==> src/rtl/uart_rx.sv <==
// 8N1 UART receiver: two-flop synchroniser, mid-bit sampling, rx_done / frame_err strobes.
// Optional 2-of-3 majority sampling is enabled by defining UART_RX_MAJORITY_EN.
module uart_rx #(
    parameter int BIT_PERIOD = 867
) (
    input  logic       clk,
    input  logic       rst,
    input  logic       rx,
    output logic [7:0] data,
    output logic       rx_done,
    output logic       frame_err
);

    localparam logic [15:0] BP_C   = 16'(BIT_PERIOD);
    localparam logic [15:0] HALF_C = 16'(BIT_PERIOD / 2);

    typedef enum logic [2:0] {
        IDLE  = 3'd0,
        START = 3'd1,
        DATA  = 3'd2,
        STOP  = 3'd3,
        BREAK = 3'd4
    } state_t;

    state_t      state_r;
    logic        rx_meta_r;
    logic        rx_s;
    logic [15:0] counter;
    logic [2:0]  bit_idx_r;
    logic [7:0]  shift_r;
    logic        sample_s;

    function automatic logic maj3(input logic a, input logic b, input logic c);
        return (a & b) | (a & c) | (b & c);
    endfunction

    // Two-flop synchroniser for the asynchronous rx pin
    always_ff @(posedge clk) begin
        if (rst) begin
            rx_meta_r <= 1'b1;
            rx_s      <= 1'b1;
        end else begin
            rx_meta_r <= rx;
            rx_s      <= rx_meta_r;
        end
    end

`ifdef UART_RX_MAJORITY_EN
    logic [15:0] point_s;
    logic [1:0]  hist_r;

    // Sample point: half bit while validating the start bit, full bit otherwise
    always_comb begin
        if (state_r == START) begin
            point_s = HALF_C;
        end else begin
            point_s = BP_C;
        end
    end

    // Capture the two samples preceding the sample point for the vote
    always_ff @(posedge clk) begin
        if (rst) begin
            hist_r <= 2'b11;
        end else if (counter == point_s - 16'd2) begin
            hist_r[0] <= rx_s;
        end else if (counter == point_s - 16'd1) begin
            hist_r[1] <= rx_s;
        end else begin
            hist_r <= hist_r;
        end
    end

    // Majority vote of the three most recent line samples
    always_comb begin
        sample_s = maj3(hist_r[0], hist_r[1], rx_s);
    end
`else
    // Single sample of the synchronised line
    always_comb begin
        sample_s = rx_s;
    end
`endif

    // Receive FSM with registered strobes and data
    always_ff @(posedge clk) begin
        if (rst) begin
            state_r   <= IDLE;
            counter   <= 16'd0;
            bit_idx_r <= 3'd0;
            shift_r   <= 8'h00;
            data      <= 8'h00;
            rx_done   <= 1'b0;
            frame_err <= 1'b0;
        end else begin
            rx_done   <= 1'b0;
            frame_err <= 1'b0;
            case (state_r)
                IDLE: begin
                    counter <= 16'd0;
                    if (!rx_s) begin
                        state_r <= START;
                    end else begin
                        state_r <= IDLE;
                    end
                end
                START: begin
                    if (counter == HALF_C) begin
                        counter   <= 16'd0;
                        bit_idx_r <= 3'd0;
                        // A high line at mid-start is a glitch, not a frame
                        if (sample_s) begin
                            state_r <= IDLE;
                        end else begin
                            state_r <= DATA;
                        end
                    end else begin
                        counter <= counter + 16'd1;
                    end
                end
                DATA: begin
                    if (counter == BP_C) begin
                        counter <= 16'd0;
                        shift_r <= {sample_s, shift_r[7:1]};
                        if (bit_idx_r == 3'd7) begin
                            state_r <= STOP;
                        end else begin
                            bit_idx_r <= bit_idx_r + 3'd1;
                        end
                    end else begin
                        counter <= counter + 16'd1;
                    end
                end
                STOP: begin
                    if (counter == BP_C) begin
                        counter <= 16'd0;
                        if (sample_s) begin
                            data    <= shift_r;
                            rx_done <= 1'b1;
                            state_r <= IDLE;
                        end else begin
                            frame_err <= 1'b1;
                            state_r   <= BREAK;
                        end
                    end else begin
                        counter <= counter + 16'd1;
                    end
                end
                BREAK: begin
                    // Held-low line: wait for release so only one error is reported
                    counter <= 16'd0;
                    if (rx_s) begin
                        state_r <= IDLE;
                    end else begin
                        state_r <= BREAK;
                    end
                end
                default: begin
                    state_r <= IDLE;
                    counter <= 16'd0;
                end
            endcase
        end
    end

endmodule

==> config.mk <==
export PLATFORM = sky130hd
export DESIGN_NAME = uart_rx
export DESIGN_NICKNAME = d
export VERILOG_FILES = /design/src/rtl/uart_rx.sv
export SDC_FILE = /design/constraint.sdc
export NUM_CORES = 1
export LEC_CHECK = 0
export CAP_MARGIN = 10
export CORE_AREA = 4 4 85 87
export CTS_CLUSTER_SIZE = 24
export DETAILED_ROUTE_END_ITERATION = 8
export DIE_AREA = 0 0 89 91
export PLACE_DENSITY_LB_ADDON = 0.05
export SYNTH_ARGS = -nofsm -noshare
export SYNTH_HDL_FRONTEND = slang
export SYNTH_SLANG_ARGS = --single-unit
export TNS_END_PERCENT = 1
==> constraint.sdc <==
create_clock -name clk -period 3.5 [get_ports clk]
set_input_delay 0.525 -clock clk [delete_from_list [all_inputs] [get_ports clk]]
set_output_delay 0.525 -clock clk [all_outputs]
set_load 0.01 [all_outputs]
==> flow_metrics.tcl, run 1 <==
set metrics [dict create \
    status "finished clean" \
    critical_path.startpoint "counter[0]$_SDFF_PP0_" \
    comb_power_share_pct 13.3 \
    r2r_end "bit_idx_r[0]$_SDFFE_PP0P_" \
    nFillCells 667 \
    drive_gt1_share_pct 7.62 \
    top_usage_layer "met2" \
    reg2reg_slack_ns 1.16 \
    drv_slew 0 \
    grt_overflow_total 0 \
    initial_core_util_pct 29.5 \
    use_met1_pct 15.6 \
    post_cts_buffers 0 \
    ys_seq_elements 42 \
    cts-root-buf "clkbuf_8" \
    cp.required_ns 3.68 \
    die_area_sq_mm 0.00810 \
    cts-buffers-inserted 5 \
    synth.area.mux_share_pct 1.67 \
    switchingPower_mw 0.266 \
    period_minus_slack_ns 2.34 \
    place_congestion 0.750 \
    startpoint_type "register" \
    multiInputGateArea_sq_um 953 \
    grt_pass1_wl_um 7030 \
    yosysWarnings 0 \
    synthCells 212 \
    die_h_um 91 \
    viasPerCell 5.00 \
    hp-class "register to register" \
    skew_ns 0.00332 \
    worst_pin_slew_ns 0.698 \
    synth_top_family_by_area "simple AND/OR/NAND/NOR gates" \
    syn_to_final_growth_pct 13.8 \
    clkTransAtPathRegs_ns 0.08 \
    slowest_delay_ns 0.69 \
    final_util_pct 33.6 \
    cpMaxStageDelayCell "and4_1" \
    clock_power_share_pct 33.3 \
    synth_compound_area_share_pct 13.0 \
    core_sq_mm 0.00635 \
    swShare_pct 27.7 \
    firstDrtPassIters 4 \
    synth_nets 219 \
    crit_type "register to register" \
    port_buffers 12 \
    cap_violations 0 \
    pin_count 13 \
    vias 1499 \
    grt_pass1_vias 1435 \
    drc 0 \
    wl_um 4090 \
    max-vdd-ir-drop_mv 0.189 \
    grt_max_degree 31 \
    seq_area_frac_synth_pct 44.9 \
    hpwl_um 2850 \
    rsz0062_at_grt "false" \
    final_common_cell "dfxtp_1" \
    maxSlewHeadroom_pct 53.3 \
    pwr-share-seq_pct 53.4 \
    cpLargestDelayFamily "simple AND/OR/NAND/NOR gates" \
    synth_cell_types 35 \
    setup_tns_ns 0 \
    grt_usage_pct 10.9 \
    ctsResizeCount 0 \
    n_antenna_cell 0 \
    htreeDepth 2 \
    gr-usage-met2_pct 16.2 \
    mostFrequentLayoutCells "dfxtp_1 (42), nand3_1 (22), nor2_1 (22), a21oi_1 (19), o21ai_0 (15)" \
    insertion_delay_ns 0.29 \
    antenna_found_initial 0 \
    finalHoldViolations 0 \
    ant_nets 0 \
    crit_chain "ha_1 -> nor3b_1 -> and4_1 -> a2bb2oi_2 -> mux2_1" \
    critPathMaxFanout 19 \
    whs_ns 0.417 \
    critPathArrivalTime_ns 2.52 \
    powerDensity_mw_per_mm2 451 \
    path_depth 5 \
    reg2reg_from "counter[0]$_SDFF_PP0_" \
    endpoint_kind "register" \
    cts_buffer_depth 2 \
    drtIter0Drc 71 \
    fmax_mhz 428 \
    critPathBufInv 0 \
    report.final.setup_viol 0 \
    row_count 29 \
    syn_area_per_cell_sq_um 8.84 \
    cts_tree "yes" \
    crit_end "bit_idx_r[0]$_SDFFE_PP0P_" \
    synth-simple-area-share_pct 27.5 \
    clock-sinks 42 \
    synth_fa_ha_area_share_pct 2.67 \
    ff_latch_area_sq_um 841 \
    finalNetCount 229 \
    synth_xor_area_share_pct 6.08 \
    p_total_mw 0.962 \
    use_met3_pct 2.99 \
    p_int_mw 0.696 \
    fin_crit_sh_pct 66.8 \
    chipWidth_um 89 \
    leakage_nw 0.661 \
    reg2reg_depth 5 \
    ctsHoldBuffers 0 \
    synth.cell_area_sq_mm 0.00187 \
    wl_per_cell_um 13.6 \
]
==> kinds of logic after synthesis <==
family	count (synthesis)
adders and majority gates	4
AOI/OAI and AO/OA	42
muxes	3
xor gates and xnor gates	13
DFF	42
buffers and inverters	16
and+or+nand+nor	92
==> per-stage QoR <==
stage          setup WS, ns  area, sq um  std cells
6_report               1.16         2130        300
5_1_grt               0.990         2130        300
4_1_cts                1.18         2130        300
3_5_place_dp           1.20         2040        292
3_3_place_gp           1.28         2040        292
2_1_floorplan          1.78         1870        212
==> worst min path at each step <==
| stage | cells after the start | end | slack (ns) | start |
|---|---|---|---|---|
| floorplan | 1 | rx_s$_SDFF_PP1_ | 0.39 | rx_meta_r$_SDFF_PP1_ |
| global placement | 1 | rx_s$_SDFF_PP1_ | 0.40 | rx_meta_r$_SDFF_PP1_ |
| detailed placement | 1 | rx_s$_SDFF_PP1_ | 0.41 | rx_meta_r$_SDFF_PP1_ |
| CTS | 1 | rx_s$_SDFF_PP1_ | 0.43 | rx_meta_r$_SDFF_PP1_ |
| global route | 1 | rx_s$_SDFF_PP1_ | 0.44 | rx_meta_r$_SDFF_PP1_ |
| finish | 1 | rx_s$_SDFF_PP1_ | 0.42 | rx_meta_r$_SDFF_PP1_ |
==> power groups by stage <==
stage | Clock, mW | Combinational [mW] | Sequential [mW]
after global placement | 0 | 0.129 | 0.522
after global routing | 0.359 | 0.144 | 0.517
after floorplan | 0 | 0.118 | 0.513
after detailed placement | 0 | 0.130 | 0.525
after CTS | 0.342 | 0.130 | 0.514
final | 0.320 | 0.128 | 0.514
==> worst reg2reg max path, cell delays in order, from the launching register on <==
cell and delay (ns):
dfxtp_1 0.40, ha_1 0.25, nor3b_1 0.36, and4_1 0.69, a2bb2oi_2 0.18, mux2_1 0.34
==> flip-flops by register name (all words and copies together) (netlist names) <==
| register | cells |
|---|---|
| rx_s | 1 |
| frame_err | 1 |
| bit_idx_r | 3 |
| state_r | 3 |
| rx_done | 1 |
| data | 8 |
| rx_meta_r | 1 |
| shift_r | 8 |
| counter | 16 |
==> cell type report <==
cell class,count,share of cell area (%)
Multi-Input combinational cell,154,44.7
Sequential cell,42,39.4
Inverter,6,1.06
Timing Repair Buffer,13,5.99
Clock buffer,7,4.05
Clock inverter,1,0.235
Tap cell,77,4.52
==> synth_stat cells <==
| library cell | number | area, sq um |
|---|---|---|
| inv_1 | 6 | 22.5 |
| nor4_1 | 3 | 18.8 |
| mux2i_1 | 2 | 20.0 |
| o21bai_2 | 1 | 11.3 |
| nor2b_1 | 2 | 12.5 |
| nand3b_1 | 2 | 15.0 |
| nor3b_1 | 1 | 7.51 |
| nor4bb_1 | 1 | 10.0 |
| xnor2_1 | 11 | 96.3 |
| buf_6 | 1 | 11.3 |
| a31o_2 | 1 | 8.76 |
| and3_1 | 2 | 12.5 |
| or3b_2 | 2 | 17.5 |
| nor4_4 | 2 | 42.5 |
| a211oi_1 | 2 | 15.0 |
| nand2_1 | 5 | 18.8 |
| ha_1 | 4 | 50.1 |
| a21oi_1 | 19 | 95.1 |
| dfxtp_1 | 42 | 841 |
| nor2_1 | 22 | 82.6 |
| and4_1 | 2 | 17.5 |
| nand2b_1 | 4 | 25.0 |
| mux2_1 | 1 | 11.3 |
| buf_4 | 3 | 22.5 |
| or2_2 | 2 | 12.5 |
| xor2_1 | 2 | 17.5 |
| o21ai_1 | 1 | 5.00 |
| nor3_1 | 12 | 60.1 |
| or3b_1 | 1 | 8.76 |
| o21ai_0 | 15 | 75.1 |
| clkbuf_1 | 6 | 22.5 |
| a2bb2oi_2 | 1 | 15.0 |
| nand3_1 | 22 | 110 |
| a41oi_1 | 2 | 17.5 |
| nand4_1 | 7 | 43.8 |
==> layer usage <==
layer / vias up / part of all wire, %
li1: 773 / -
met5: - / 0
met4: 0 / 0.95
met2: 19 / 43
met3: 4 / 3.9
met1: 703 / 52
Note: power is estimated with default switching activity, not from simulation.
==> run 2: changes to the inputs <==
Clock period 3.5 ns to 2.4 ns, I/O delays scaled along.
==> flow_metrics.tcl, run 2 (synthesized netlist as in run 1, its figures left out) <==
set metrics [dict create \
    status "finished clean" \
    htreeDepth 2 \
    drtIter0Drc 64 \
    reg2reg_slack_ns 0.52 \
    port_buffers 12 \
    insertion_delay_ns 0.29 \
    crit_type "register to register" \
    fin_ws_ns 0.520 \
    fmax_mhz 532 \
    setup_tns_ns 0 \
    mostFrequentLayoutCells "dfxtp_1 (42), nand3_1 (22), nor2_1 (22), a21oi_1 (19), o21ai_0 (15)" \
    max-vdd-ir-drop_mv 0.353 \
    reg_top3 "counter: 16 flops, data: 8 flops, shift_r: 8 flops" \
    place_congestion 0.794 \
    cts-buffers-inserted 5 \
    drive_gt1_share_pct 9.69 \
    firstDrtPassIters 4 \
    viasPerCell 5.08 \
    critical_path.startpoint "counter[0]$_SDFF_PP0_" \
    stdcell_count 304 \
    hp-class "register to register" \
    clock-sinks 42 \
    wl_um 3890 \
    grt_pass1_vias 1391 \
    ant_nets 0 \
    post_cts_buffers 0 \
    final_common_cell "dfxtp_1" \
    fin_crit_sh_pct 78.3 \
    endpoint_kind "register" \
    comb_power_share_pct 12.0 \
    reg2reg_from "counter[0]$_SDFF_PP0_" \
    grt_usage_pct 10.4 \
    critPathMaxFanout 16 \
    leakage_nw 0.700 \
    drv_slew 0 \
    crit_chain "ha_1 -> nor3b_1 -> and4_1 -> buf_4 -> nand3_1 -> a21oi_1" \
    min_from "rx_meta_r$_SDFF_PP1_" \
    top_register "counter" \
    final_util_pct 34.8 \
    worst_pin_slew_ns 0.734 \
    period_minus_slack_ns 1.88 \
    cp.required_ns 2.63 \
    antenna_found_initial 0 \
    reg2reg_depth 6 \
    vias 1543 \
    pwr-share-seq_pct 46.3 \
    dp_cells 296 \
    wl_per_cell_um 12.8 \
    hold_depth 1 \
    chipWidth_um 89 \
    die_area_sq_mm 0.00810 \
    whs_ns 0.427 \
    p_total_mw 1.61 \
    largest_reg_flops 16 \
    n_antenna_cell 0 \
    min_to "rx_s$_SDFF_PP1_" \
    cts-root-buf "clkbuf_8" \
    finalHoldViolations 0 \
    grt_pass1_wl_um 6620 \
    design_area_sq_mm 0.00221 \
    rsz0062_at_grt "false" \
    finalNetCount 233 \
    pin_count 13 \
    clock_power_share_pct 41.7 \
    core_sq_mm 0.00635 \
    drc 0 \
    powerDensity_mw_per_mm2 731 \
    switchingPower_mw 0.407 \
    placed_area_sq_mm 0.00207 \
    slowest_delay_ns 0.40 \
    grt_overflow_total 0 \
    p_int_mw 1.21 \
    ctsResizeCount 0 \
    cpMaxStageDelayCell "dfxtp_1" \
    cts_buffer_depth 2 \
    syn_to_final_growth_pct 17.9 \
    critPathArrivalTime_ns 2.11 \
    r2r_end "data[5]$_SDFFE_PP0P_" \
    die_h_um 91 \
    ctsHoldBuffers 0 \
    hpwl_um 2800 \
    clkTransAtPathRegs_ns 0.09 \
    report.final.setup_viol 0 \
    skew_ns 0.00892 \
    pre_cts_ws_ns 0.518 \
    grt_max_degree 18 \
    initial_core_util_pct 29.5 \
    swShare_pct 25.2 \
    cap_violations 0 \
    startpoint_type "register" \
    maxSlewHeadroom_pct 50.9 \
    row_count 29 \
    cts_tree "yes" \
]
==> run 2: cell count changes in the layout (fill, tap and decap cells not counted), sizes merged <==
cell,change
bufinv,+2
clkbuf,-2
buf,+4
==> run 2: cell type report <==
cell class / count / area [sq um]
sequential: 42 / 841
fill: 630 / 4140
multi-input combinational: 154 / 953
timing repair buffer: 17 / 158
clock inverter: 3 / 68.8
clock buffer: 5 / 68.8
inverter: 6 / 22.5
tap: 77 / 96.3
==> run 2: routing by layer <==
metal / routed length [um] / share of wire (%) / vias to the layer above / GRT usage (%)
li1: - / - / 785 / -
met3: 161 / 4.1 / 5 / 2.81
met1: 2020 / 52 / 727 / 14.9
met5: 0 / 0 / - / 0
met2: 1650 / 42 / 26 / 14.5
met4: 54 / 1.4 / 0 / 4.34
==> run 2: worst max-delay path by stage <==
stage | endpoint
detailed placement | data[5]$_SDFFE_PP0P_
floorplan | bit_idx_r[0]$_SDFFE_PP0P_
finish | data[5]$_SDFFE_PP0P_
global placement | shift_r[5]$_SDFFE_PP0P_
global route | shift_r[4]$_SDFFE_PP0P_
CTS | data[5]$_SDFFE_PP0P_
==> run 2: worst max-delay path: cells and delay by family (launching register included) <==
kind | cells | cell delay, ns
simple gates | 3 | 0.77
flops | 1 | 0.40
fa+ha+maj | 1 | 0.25
buf+inv | 1 | 0.24
compound gates | 1 | 0.16
==> run 2: power groups by stage <==
stage                     registers, mW  clock network [mW]  logic [mW]
after floorplan                   0.748                   0       0.172
after global placement            0.760                   0       0.198
after detailed placement          0.763                   0       0.197
after CTS                         0.746               0.696       0.198
after global routing              0.752               0.725       0.217
final                             0.747               0.673       0.194
==> RTL change 1: new RTL, flow settings as in run 2 <==
Add a define of `UART_RX_MAJORITY_EN`.
--- a/src/rtl/uart_rx.sv
+++ b/src/rtl/uart_rx.sv
@@ -1,4 +1,6 @@
 // 8N1 UART receiver: two-flop synchroniser, mid-bit sampling, rx_done / frame_err strobes.
 // Optional 2-of-3 majority sampling is enabled by defining UART_RX_MAJORITY_EN.
+`define UART_RX_MAJORITY_EN
+
 module uart_rx #(
     parameter int BIT_PERIOD = 867
Formal check against the unedited RTL: no difference found for any inputs over 10 cycles, from zero or initial values and one cycle with rst high; that may be too few to reach the edited logic, so the function may still have changed.
==> RTL change 1 against run 2 <==
- design area increased by 19%
- non-clock buffer count increased by 6
- count of clock-buffer cells in the layout rose by 2
- setup slack got worse by 150 ps
- wire length is 46% higher
- clock skew about the same
- synthesized area grew 23%
- sequential share of layout area shrank 4.5 points
- sequential cell count rose by 2
- via count is 25% higher
- critical path type unchanged
Power is not compared: it rests on default switching activity, and its combinational part moved more than twofold at a synthesized area within 25%.
==> RTL change 1: results (changes against run 2) <==
INFO  status         status=finished, final reports clean [unchanged]
INFO  placed_design  routabilityCongestion=0.734 [was 0.794]
INFO  cts            clkSinkCount=44 [was 42]
INFO  placed_design  dpl_cell_area=2500squm [was 2070 sq um]
INFO  detailed_routing wl=5.66mm [was 3.89 mm]
INFO  sta            finClkSkew=8.75ps [was 8.92 ps]
INFO  detailed_routing drt-initial-drc-count=99 [was 64]
INFO  worst_setup_path worst-endpoint-arrival=2210ps [was 2110 ps]
INFO  layout         fill_cells=643 [was 630]
INFO  yosys          synthDistinctLibCells=53 [was 35]
INFO  placed_design  placed_cells=334 [was 296]
INFO  sta            postLayoutSetupSlackWorst=371ps [was 520 ps]
INFO  placed_design  pre_cts_slack=401ps [was 518 ps]
INFO  placed_design  place_hpwl=3.87mm [was 2.80 mm]
INFO  layout         seq_area_share=33.6% [was 38.1%]
INFO  worst_setup_path worstReg2RegEnd=data[4] [was data[5]]
INFO  worst_setup_path crit_path_max_fanout=10 [was 16]
INFO  layout         inverters_excl_clock=9 [was 6]
INFO  layout         final.signal_buffer_count=23 [was 17]
INFO  layout         multi_input_area_share=48.9% [was 43.2%]
INFO  yosys          synth_top_cells_by_area=dfxtp_1 38%, nand4_1 6.0%, o31ai_1 5.5%, a211oi_1 4.6%, xnor2_1 4.2% [was dfxtp_1 45%, nand3_1 5.9%, xnor2_1 5.1%, a21oi_1 5.1%, nor2_1 4.4%]
INFO  layout         clock_area_share=4.82% [was 6.23%]
INFO  yosys          synth.yosys.seq_area_share=38.2% [was 44.9%]
INFO  layout         n_multi_input_combinational_cell=181 [was 154]
INFO  sta            hold-worst-slack=424ps [was 427 ps]
INFO  layout         clkbuf_count=7 [was 5]
INFO  yosys          mappedNetlistNets=264 [was 219]
INFO  detailed_routing dr_total_vias=1,932 [was 1,543]
INFO  layout         stdcell_count=342 [was 304]
INFO  global_routing grtUsageTotal=14.8% [was 10.4%]
INFO  yosys          syn_avg_cell_area=8.97squm [was 8.84 sq um]
INFO  global_routing global_route_wire_length_before_repair=9.67mm [was 6.62 mm]
INFO  layout         drive_above_1_share=12.8% [was 9.69%]
INFO  layout         final_design_area_no_fill=2620squm [was 2210 sq um]
INFO  yosys          synth.cells.most_frequent=44 x dfxtp_1, 22 x nand4_1, 17 x a21oi_1, 17 x o31ai_1, 14 x a211oi_1 [was 42 x dfxtp_1, 22 x nand3_1, 22 x nor2_1]
## RTL change 1: cell count changes in the layout (fill, tap and decap cells not counted), moves of 3 or more
cell	delta
o21ai_0	-12
o31ai_1	+17
a311oi_1	+4
a211oi_1	+12
nor3_1	-8
nand3_1	-14
nor4_1	+3
nand4_1	+15
a31oi_1	+3
buf_4	+6
inv_1	+3
nor2_1	-12
## RTL change 1: kinds of logic (layout without fill, tap and decap cells)
group / count (synthesis) / after routing / share of synthesized area, %
AOI/OAI and AO/OA: 71 / 71 / 22.0
xor gates and xnor gates: 12 / 12 / 4.56
adders and majority gates: 5 / 5 / 2.61
buffers and inverters: 32 / 40 / 6.08
DFF: 44 / 44 / 38.2
muxes: 4 / 4 / 1.79
and+or+nand+nor: 89 / 89 / 24.7
## RTL change 1: metal layers
metal	wire (um)	global-route usage, %	part of all wire (%)	vias to the layer above
met5	0	0	0	-
met4	53	4.09	0.94	0
met3	149	3.08	2.6	5
met2	2400	20.5	42	24
met1	3060	23.0	54	901
li1	-	-	-	1002
==> RTL change 2: new RTL, settings of run 2 <==
Without the edit above. Register the output `data` once more; this adds one clock of latency there. The other outputs are not delayed to match. Comments in the files are not updated.
--- a/src/rtl/uart_rx.sv
+++ b/src/rtl/uart_rx.sv
@@ -22,4 +22,6 @@
         BREAK = 3'd4
     } state_t;
+
+    logic [7:0] data_s0;
 
     state_t      state_r;
@@ -90,5 +92,5 @@
             bit_idx_r <= 3'd0;
             shift_r   <= 8'h00;
-            data      <= 8'h00;
+            data_s0   <= 8'h00;
             rx_done   <= 1'b0;
             frame_err <= 1'b0;
@@ -136,5 +138,5 @@
                         counter <= 16'd0;
                         if (sample_s) begin
-                            data    <= shift_r;
+                            data_s0 <= shift_r;
                             rx_done <= 1'b1;
                             state_r <= IDLE;
@@ -164,4 +166,8 @@
     end
 
+    always_ff @(posedge clk) begin
+        data <= data_s0;
+    end
+
 endmodule
 
Formal check against the unedited RTL: same outputs for any inputs over 10 cycles, from zero or initial values and one cycle with rst high; that may be too few to reach the edited logic, so the function may still have changed.
==> RTL change 2 against run 2 <==
- non-clock buffer count increased by 3
- design area increased by 9.6%
- critical path depth decreased by 2
- synthesized cell count increased by 4.7%
- critical endpoint is now bit_idx_r[0]
- core utilization increased by 3.3 points
- synthesized area increased by 14%
- setup slack got worse by 430 ps
- sequential cell count increased by 8
- wire length increased by 19%
- count of clock-buffer cells in the layout unchanged
Power is not compared: it rests on default switching activity, and its combinational part moved more than twofold at a synthesized area within 25%.
==> RTL change 2: results (changes against run 2) <==
INFO  status         status=finished, final reports clean [unchanged]
INFO  global_routing grt_max_degree=27 [was 18]
INFO  layout         fill_cells=625 [was 630]
INFO  global_routing grt_pass1_vias=1,774 [was 1,391]
INFO  yosys          synth.area.mux_share=1.46% [was 1.67%]
INFO  layout         nNetsFinal=241 [was 233]
INFO  detailed_routing dr.pass1.iters=4 [unchanged]
INFO  layout         drive_above_1_share=13.6% [was 9.69%]
INFO  worst_setup_path critical-path-slowest-cell=or4_4 [was dfxtp_1]
INFO  yosys          synth_compound_gate_area_share=14.4% [was 13.0%]
INFO  yosys          mapped_cells=222 [was 212]
INFO  worst_setup_path crit_path_max_fanout=5 [was 16]
INFO  detailed_routing drt-initial-drc-count=74 [was 64]
INFO  sta            finClkSkew=11.6ps [was 8.92 ps]
INFO  yosys          synthAdderAreaFrac=2.34% [was 2.67%]
INFO  detailed_routing dr_total_vias=1,723 [was 1,543]
INFO  placed_design  pre_cts_slack=70.1ps [was 518 ps]
INFO  yosys          synth_top_cells_by_area=dfxtp_1 47%, a21oi_1 4.5%, nand4_1 4.1%, xor2_1 3.7%, nand3_1 3.5% [was dfxtp_1 45%, nand3_1 5.9%, xnor2_1 5.1%, a21oi_1 5.1%, nor2_1 4.4%]
INFO  layout         registers.top_by_ff_count=counter [unchanged]
INFO  worst_setup_path slowest_delay=570ps [was 400 ps]
INFO  global_routing grtUsageTotal=12.2% [was 10.4%]
INFO  worst_setup_path worst-endpoint-arrival=2510ps [was 2110 ps]
INFO  placed_design  dpl_cell_area=2320squm [was 2070 sq um]
INFO  yosys          post_synth_xor_area_fraction=4.51% [was 6.08%]
INFO  cts            clock_insertion_delay_worst_skew=310ps [was 290 ps]
INFO  cts            tritoncts_buffers=5 [unchanged]
INFO  placed_design  routabilityCongestion=0.774 [was 0.794]
INFO  detailed_routing routed_wire_length_per_instance=14.8um [was 12.8 um]
INFO  yosys          mappedNetlistNets=229 [was 219]
INFO  layout         stdcell_count=312 [was 304]
INFO  sta            worst_margin_pin_slew=506ps [was 734 ps]
INFO  yosys          synthDistinctLibCells=47 [was 35]
INFO  yosys          synth.yosys.seq_area_share=46.9% [was 44.9%]
INFO  power_and_ir_drop clock_power_share=36.5%
INFO  placed_design  placed_cells=304 [was 296]
INFO  yosys          synth.cells.most_frequent=50 x dfxtp_1, 19 x a21oi_1, 15 x nand3_1, 15 x nor3_1, 14 x nand4_1 [was 42 x dfxtp_1, 22 x nand3_1, 22 x nor2_1]
INFO  placed_design  place_hpwl=3.29mm [was 2.80 mm]
INFO  global_routing global_route_wire_length_before_repair=7.89mm [was 6.62 mm]
INFO  sta            slew_viols_final=0 [unchanged]
## RTL change 2: cell count changes in the layout (fill, tap and decap cells not counted), moves of 3 or more
cell	before	now
a211oi_1	2	5
dfxtp_1	42	50
inv_1	6	2
nand3_1	22	15
nand4_1	7	14
nor2_1	22	4
nor3_1	12	15
o21ai_0	15	10
o31ai_1	0	9
or4_4	0	4
xnor2_1	11	2
xor2_1	2	9
## RTL change 2: area by class of cell
cell class	instances	area (sq um)	area share, %
multi-input cells	154	1020	42.3
flip-flops and latches	50	1000	41.4
repair buffers	20	193	7.96
well taps	77	96.3	3.98
clock buffers	5	68.8	2.84
clock inverters	3	26.3	1.09
inverters	3	11.3	0.465
## RTL change 2: worst paths after layout
| kind | cells past startpoint | slack, ps | start | endpoint |
|---|---|---|---|---|
| min | 0 | 360 | data_s0[1] | data[1] |
| min reg2reg | 0 | 360 | data_s0[1] | data[1] |
| max | 4 | 90 | counter[2] | bit_idx_r[0] |
| max reg2reg | 4 | 90 | counter[2] | bit_idx_r[0] |
## RTL change 2: routing by layer
metal | vias to the layer above | routed length [um] | GRT usage [%]
li1 | 851 | - | -
met1 | 839 | 2030 | 14.0
met2 | 22 | 2370 | 21.0
met3 | 11 | 131 | 3.71
met4 | 0 | 87 | 4.84
met5 | - | 0 | 0
## RTL change 2: repair_timing
item / 4_1_cts / 5_1_grt
endpoints found under the setup margin: 0 / 5
hold buffers: 0 / 0
resized for setup: 0 / 1
## RTL change 2: worst max-delay path: cells and delay by family, from the launching register on
family / cells / cell delay, ps
AND/OR/NAND/NOR: 2 / 1130
AO/OA/AOI/OAI: 1 / 400
flip-flops: 1 / 360
multiplexers: 1 / 310
